## src/rtl/fwd_pkg.sv

```systemverilog
// fwd_pkg: shared definitions for the forwarding/hazard unit.
//   - Bypass select encodings driven onto the EX operand muxes.
//   - Load-use FSM state type.
//   - rd_hit(): "this stage writes rd, rd is not x0, and rd equals rs".
//     Its arguments are RD_W bits wide, so callers zero-extend their
//     AW-bit addresses. This keeps one helper usable for any AW <= RD_W.
package fwd_pkg;

  localparam logic [1:0] FWD_RF    = 2'b00;
  localparam logic [1:0] FWD_EXMEM = 2'b10;
  localparam logic [1:0] FWD_MEMWB = 2'b01;
  localparam logic [1:0] FWD_WB2   = 2'b11;

  localparam int RD_W = 32;

  typedef enum logic {IDLE, LU_HOLD} lu_state_e;

  function automatic logic rd_hit(input logic [RD_W-1:0] rd,
                                  input logic            wb,
                                  input logic [RD_W-1:0] rs);
    return wb && (rd != '0) && (rd == rs);
  endfunction

endpackage

```

## src/rtl/fwd_sel_one.sv

```systemverilog
// fwd_sel_one: bypass select for a single EX source operand.
// Ports:
//   rs_i                 source register of this operand
//   mem_rd_i / mem_wb_i  EX/MEM destination and regwrite
//   wb_rd_i  / wb_wb_i   MEM/WB destination and regwrite
//   wb2_rd_i / wb2_wb_i  post-WB destination and regwrite
//   sel_o                00 regfile, 10 EX/MEM, 01 MEM/WB, 11 post-WB
// Build option: WB_BYPASS_EN enables the post-WB (11) select. Without it,
// the wb2 inputs are ignored.
module fwd_sel_one
  import fwd_pkg::*;
#(
  parameter int AW = 5
) (
  input  logic [AW-1:0] rs_i,
  input  logic [AW-1:0] mem_rd_i,
  input  logic          mem_wb_i,
  input  logic [AW-1:0] wb_rd_i,
  input  logic          wb_wb_i,
  input  logic [AW-1:0] wb2_rd_i,
  input  logic          wb2_wb_i,
  output logic [1:0]    sel_o
);

  // The checks run from oldest stage to youngest.
  // A later match overrides an earlier one, so the youngest producer
  // (EX/MEM) always wins.
  always_comb begin
    sel_o = FWD_RF;
`ifdef WB_BYPASS_EN
    if (rd_hit(RD_W'(wb2_rd_i), wb2_wb_i, RD_W'(rs_i))) sel_o = FWD_WB2;
`endif
    if (rd_hit(RD_W'(wb_rd_i), wb_wb_i, RD_W'(rs_i)))   sel_o = FWD_MEMWB;
    if (rd_hit(RD_W'(mem_rd_i), mem_wb_i, RD_W'(rs_i))) sel_o = FWD_EXMEM;
  end

`ifndef WB_BYPASS_EN
  logic unused_wb2;
  assign unused_wb2 = ^{wb2_rd_i, wb2_wb_i};
`endif

endmodule

```

## src/rtl/fwd_hazard_unit.sv

```systemverilog
// fwd_hazard_unit: operand forwarding, load-use stall and multicycle
// scoreboard for the RV32 pipeline.
// Ports:
//   clk_i, rst_i          clock; synchronous active-high reset
//   id_rs_i               ID source regs, operand i at [i*AW +: AW]
//   ex_rs_i               EX source regs, same packing
//   ex_rd_i/ex_wb_i/ex_load_i  EX destination, regwrite, is-load
//   mem_rd_i/mem_wb_i     EX/MEM destination and regwrite
//   wb_rd_i/wb_wb_i       MEM/WB destination and regwrite
//   wb2_rd_i/wb2_wb_i     post-WB destination and regwrite
//   mc_start_i/mc_rd_i    multicycle op issue and its destination
//   fwd_sel_o             2-bit bypass select per operand
//   stall_o/bubble_o      hold PC + IF/ID, zero ID/EX control
//   mc_busy_o             multicycle op in flight
//   mc_overrun_o          sticky: an issue arrived while busy
// Build option: WB_BYPASS_EN enables the post-WB bypass select (11).
module fwd_hazard_unit
  import fwd_pkg::*;
#(
  parameter int NRS      = 2,
  parameter int AW       = 5,
  parameter int LOAD_LAT = 1,
  parameter int MC_LAT   = 4
) (
  input  logic              clk_i,
  input  logic              rst_i,
  input  logic [NRS*AW-1:0] id_rs_i,
  input  logic [NRS*AW-1:0] ex_rs_i,
  input  logic [AW-1:0]     ex_rd_i,
  input  logic              ex_wb_i,
  input  logic              ex_load_i,
  input  logic [AW-1:0]     mem_rd_i,
  input  logic              mem_wb_i,
  input  logic [AW-1:0]     wb_rd_i,
  input  logic              wb_wb_i,
  input  logic [AW-1:0]     wb2_rd_i,
  input  logic              wb2_wb_i,
  input  logic              mc_start_i,
  input  logic [AW-1:0]     mc_rd_i,
  output logic [NRS*2-1:0]  fwd_sel_o,
  output logic              stall_o,
  output logic              bubble_o,
  output logic              mc_busy_o,
  output logic              mc_overrun_o
);

  localparam int LU_CW = (LOAD_LAT > 2) ? $clog2(LOAD_LAT) : 1;
  localparam int MC_CW = $clog2(MC_LAT);
  localparam logic [LU_CW-1:0] LU_INIT = LU_CW'((LOAD_LAT > 1) ? LOAD_LAT - 2 : 0);
  localparam logic [MC_CW-1:0] MC_INIT = MC_CW'(MC_LAT - 1);

  lu_state_e        state_q;
  logic [LU_CW-1:0] lu_cnt_q;
  logic             mc_busy_q, mc_busy_d;
  logic [MC_CW-1:0] mc_cnt_q, mc_cnt_d;
  logic [AW-1:0]    mc_rd_q, mc_rd_d;
  logic             mc_overrun_q, mc_overrun_d;
  logic             lu_hit, mc_hit, lu_stall;

  for (genvar g = 0; g < NRS; g++) begin : g_fwd
    fwd_sel_one #(.AW(AW)) u_sel (
      .rs_i     (ex_rs_i[g*AW +: AW]),
      .mem_rd_i (mem_rd_i),
      .mem_wb_i (mem_wb_i),
      .wb_rd_i  (wb_rd_i),
      .wb_wb_i  (wb_wb_i),
      .wb2_rd_i (wb2_rd_i),
      .wb2_wb_i (wb2_wb_i),
      .sel_o    (fwd_sel_o[g*2 +: 2])
    );
  end

  // Stall causes. A load in EX stalls when it feeds any ID operand.
  // A busy multicycle op stalls when its pending rd is read in ID.
  always_comb begin
    lu_hit = 1'b0;
    mc_hit = 1'b0;
    for (int i = 0; i < NRS; i++) begin
      if (rd_hit(RD_W'(ex_rd_i), ex_load_i & ex_wb_i, RD_W'(id_rs_i[i*AW +: AW])))
        lu_hit = 1'b1;
      if (rd_hit(RD_W'(mc_rd_q), mc_busy_q, RD_W'(id_rs_i[i*AW +: AW])))
        mc_hit = 1'b1;
    end
  end

  // The first stall cycle comes straight from lu_hit, with no register
  // delay. LU_HOLD supplies the remaining LOAD_LAT-1 cycles.
  assign lu_stall     = (state_q == LU_HOLD) | lu_hit;
  assign stall_o      = ~rst_i & (lu_stall | mc_hit);
  assign bubble_o     = stall_o;
  assign mc_busy_o    = mc_busy_q;
  assign mc_overrun_o = mc_overrun_q;

  // Load-use FSM. With LOAD_LAT == 1 the single combinational stall
  // cycle is enough, so it never leaves IDLE.
  always_ff @(posedge clk_i) begin
    if (rst_i) begin
      state_q  <= IDLE;
      lu_cnt_q <= '0;
    end else begin
      unique case (state_q)
        IDLE: begin
          if (lu_hit && (LOAD_LAT > 1)) begin
            state_q  <= LU_HOLD;
            lu_cnt_q <= LU_INIT;
          end
        end
        LU_HOLD: begin
          if (lu_cnt_q == '0) state_q  <= IDLE;
          else                lu_cnt_q <= lu_cnt_q - 1'b1;
        end
        default: state_q <= IDLE;
      endcase
    end
  end

  // Multicycle scoreboard. Busy is held while the count runs from
  // MC_LAT-1 down to 0, then drops on the following edge, giving MC_LAT
  // busy cycles. An issue that arrives while busy is dropped and flagged.
  always_comb begin
    mc_busy_d    = mc_busy_q;
    mc_cnt_d     = mc_cnt_q;
    mc_rd_d      = mc_rd_q;
    mc_overrun_d = mc_overrun_q;
    if (mc_busy_q) begin
      if (mc_cnt_q == '0) mc_busy_d = 1'b0;
      else                mc_cnt_d  = mc_cnt_q - 1'b1;
      if (mc_start_i)     mc_overrun_d = 1'b1;
    end else if (mc_start_i) begin
      mc_busy_d = 1'b1;
      mc_cnt_d  = MC_INIT;
      mc_rd_d   = mc_rd_i;
    end
  end

  always_ff @(posedge clk_i) begin
    if (rst_i) begin
      mc_busy_q    <= 1'b0;
      mc_cnt_q     <= '0;
      mc_rd_q      <= '0;
      mc_overrun_q <= 1'b0;
    end else begin
      mc_busy_q    <= mc_busy_d;
      mc_cnt_q     <= mc_cnt_d;
      mc_rd_q      <= mc_rd_d;
      mc_overrun_q <= mc_overrun_d;
    end
  end

endmodule

```

## config.mk

```make
export PLATFORM = sky130hd
export DESIGN_NAME = fwd_hazard_unit
export DESIGN_NICKNAME = d
export VERILOG_FILES = /design/src/rtl/fwd_pkg.sv /design/src/rtl/fwd_sel_one.sv /design/src/rtl/fwd_hazard_unit.sv
export SDC_FILE = /design/constraint.sdc
export NUM_CORES = 1
export LEC_CHECK = 0
export BUFFER_PORTS_ARGS = -buffer_cell sky130_fd_sc_hd__buf_2
export CAP_MARGIN = 10
export CORE_MARGIN = 2
export CORE_UTILIZATION = 37
export DETAILED_ROUTE_END_ITERATION = 7
export PLACE_DENSITY = 0.74
export RECOVER_POWER = 50
export SLEW_MARGIN = 20
export SYNTH_ARGS = -nofsm -noshare
export SYNTH_HDL_FRONTEND = slang
export SYNTH_HIERARCHICAL = 1
export SYNTH_SLANG_ARGS = --single-unit
```

## constraint.sdc

```tcl
create_clock -name clk_i -period 1.3 [get_ports clk_i]
set_input_delay 0.065 -clock clk_i [delete_from_list [all_inputs] [get_ports clk_i]]
set_output_delay 0.065 -clock clk_i [all_outputs]
set_load 0.005 [all_outputs]
```

==> flow_metrics.tcl <==
set metrics [dict create \
    outcome "complete, but fails checks" \
    failed_checks "negative setup slack" \
    final_cells 197 \
    overflow 0 \
    stdcell_area_um2 1230 \
    syn-num-nets 166 \
    io_buffers 54 \
    dp.cells 192 \
    cts_root_buf "clkbuf_4" \
    r2r-end "mc_cnt_q[1]" \
    grt_pass1_vias 897 \
    die_w_um 53.6 \
    synth_area_leaders "xor2_1, dfxtp_1, xnor2_1" \
    grt_max_degree 12 \
    dieArea_um2 2870 \
    yosysMostFrequentCell "xor2_1" \
    clk_latency_ns 0.26 \
    drt_iter0_drc 9 \
    synth_ff_type "dfxtp_1" \
    async_flop_share_pct 0 \
    grt_setup_unrepaired "yes" \
    synth.cell_area_um2 908 \
    seq_area_frac_synth_pct 19.8 \
    fill_cells 219 \
    synth_area_per_cell_um2 8.11 \
    yosys.area.top_type_share_pct 25.1 \
    final_nets 224 \
    worst-r2r-setup-slack_ns 0.12 \
    report.final.setup_viol 2 \
    vias 974 \
    antenna_found_initial 0 \
    finalSetupTns_ns -0.462 \
    die_height_um 53.6 \
    relSlewSlack_pct 73.3 \
    drtAntennaViolNets 0 \
    hold_violations 0 \
    clock-sinks 9 \
    row_count 17 \
    clk_pin_slew_ns 0.07 \
    multiInputGateArea_um2 697 \
    worstPathRequired_ns 1.24 \
    clock.fmax_mhz 653 \
    yosysTopAreaCell "xor2_1" \
    firstDrtPassIters 4 \
    cp-start-kind "flop" \
    p_leak_nw 0.600 \
    holdPathStages 3 \
    ios 61 \
    hold_class "in -> reg" \
    routed_wl_mm 2.33 \
    hpwl_mm 1.95 \
    r2r_start "mc_cnt_q[0]" \
    yosysWarnings 6 \
    wl_per_cell_um 11.8 \
    drive_above_1_share_pct 39.6 \
    drc 0 \
    end_kind "output port" \
    avgViaCountPerCell 4.94 \
    min_to "mc_rd_q[3]" \
    grt_util_all_layers_pct 16.5 \
    yosys_register_bits 9 \
    place_area_um2 1200 \
    gp_congestion 0.725 \
    worstPathArrival_ns 1.47 \
    antenna_cells 0 \
    crit_type "reg -> out" \
    drv_slew 0 \
    synth-edff-count 0 \
    irDropWorstVdd_mv 0.662 \
    ys_types 25 \
    cap_viol_max_count 0 \
    synthTopCellsByCount "xor2_1, nor2_1, xnor2_1, dfxtp_1, nor3_1" \
    regArea_um2 183 \
    rr_worst_depth 5 \
    period_share_pct 118 \
    numCtsBuffers 3 \
    finalCriticalPeriod_ns 1.53 \
    htreeDepth 1 \
    syn2layout_area_growth_pct 35.7 \
    powerDensity_nw_per_um2 706 \
    cts_buffer_depth 2 \
    syn_inst 112 \
    coreArea_um2 2280 \
    critical_path.max_fanout 3 \
    cts_tree "yes" \
    skew_ns 0.00195 \
    grt_pass1_wl_mm 3.53 \
    worstMarginPinSlew_ns 0.398 \
    min-delay-start "mc_rd_i[3]" \
    layout_setup_ws_ns -0.231 \
    start_util_pct 39.9 \
]
## how the worst max path moves through the flow
stage,startpoint,end,cells after the start
6_report,mc_rd_q[1],bubble_o,4
5_1_grt,mc_rd_q[1],bubble_o,4
4_1_cts,mc_rd_q[1],bubble_o,4
3_5_place_dp,mc_rd_q[1],bubble_o,4
3_3_place_gp,mc_rd_q[1],stall_o,4
2_1_floorplan,mc_rd_q[1],stall_o,4
## area by class of cell
cell class	instances	area share (%)
clock buffers	3	1.83
flip-flops and latches	9	14.8
multi-input cells	98	56.5
well taps	28	2.84
repair buffers	56	22.9
clock inverters	1	0.406
inverters	2	0.609
## cells in the final DEF, fill, tap and decap left out
cell type / n
nor4_1: 2
or4_1: 2
a21oi_1: 3
nor3_2: 2
clkbuf_4: 3
clkbuf_2: 1
a22oi_1: 2
xor2_1: 26
nor2b_1: 2
inv_1: 2
nand3_1: 4
ha_1: 1
mux2i_1: 5
dfxtp_2: 2
xnor2_1: 10
a221oi_1: 1
nand2_1: 5
o22ai_1: 1
o21ai_1: 2
clkinv_2: 1
nor2_1: 15
nor2b_2: 1
o41ai_2: 2
nor3_1: 9
buf_4: 1
buf_2: 54
dfxtp_1: 7
a211oi_1: 3
## what timing repair did
action / in CTS / in global routing
endpoints found under the setup margin: 2 / 3
resized for setup: 2 / 1
hold buffers: 0 / 0
buffers inserted: 1 / 0
pin swaps: 1 / 1
## per-stage QoR
step                      power (mW)  hold WS (ns)  util, %  worst slack, ns
after floorplan                0.501         0.209        -           0.0463
after global placement         0.638         0.302     52.9           0.0355
after detailed placement       0.651         0.310     52.9           0.0227
after CTS                      0.881        0.0304     54.6           -0.243
after global routing           0.936        0.0438     54.2           -0.311
final                          0.871        0.0361     54.2           -0.231
## flip-flops by register name (all words and copies together), names as in the netlist
register,cells
mc_cnt_q,2
mc_rd_q,5
mc_overrun_o,1
mc_busy_o,1
## kinds of logic (layout without fill, tap and decap cells)
kind of cell	Yosys count	count (layout)	synth area share (%)
and+or+nand+nor	42	42	22.7
xor gates and xnor gates	36	36	34.7
AOI/OAI and AO/OA	14	14	13.2
DFF	9	9	19.8
muxes	5	5	5.51
buffers and inverters	5	62	2.62
adders and majority gates	1	1	1.38
## per-layer routing
layer,global-route usage (%),vias to the layer above,routed length [µm]
met3,1.94,0,162
li1,-,503,-
met1,18.6,432,1020
met4,3.85,0,0
met5,0,-,0
met2,32.3,39,1140
## worst max-delay path, cell delays in order (launching register included)
cell and delay [ns]:
dfxtp_2 0.34, or4_1 0.51, o21ai_1 0.13, o22ai_1 0.09
buf_2 0.14
## power by group
group          internal (mW)  switching, mW
logic                  0.165          0.162
clock network          0.114          0.110
registers              0.299         0.0209
Power figures use the tool's default switching activity.
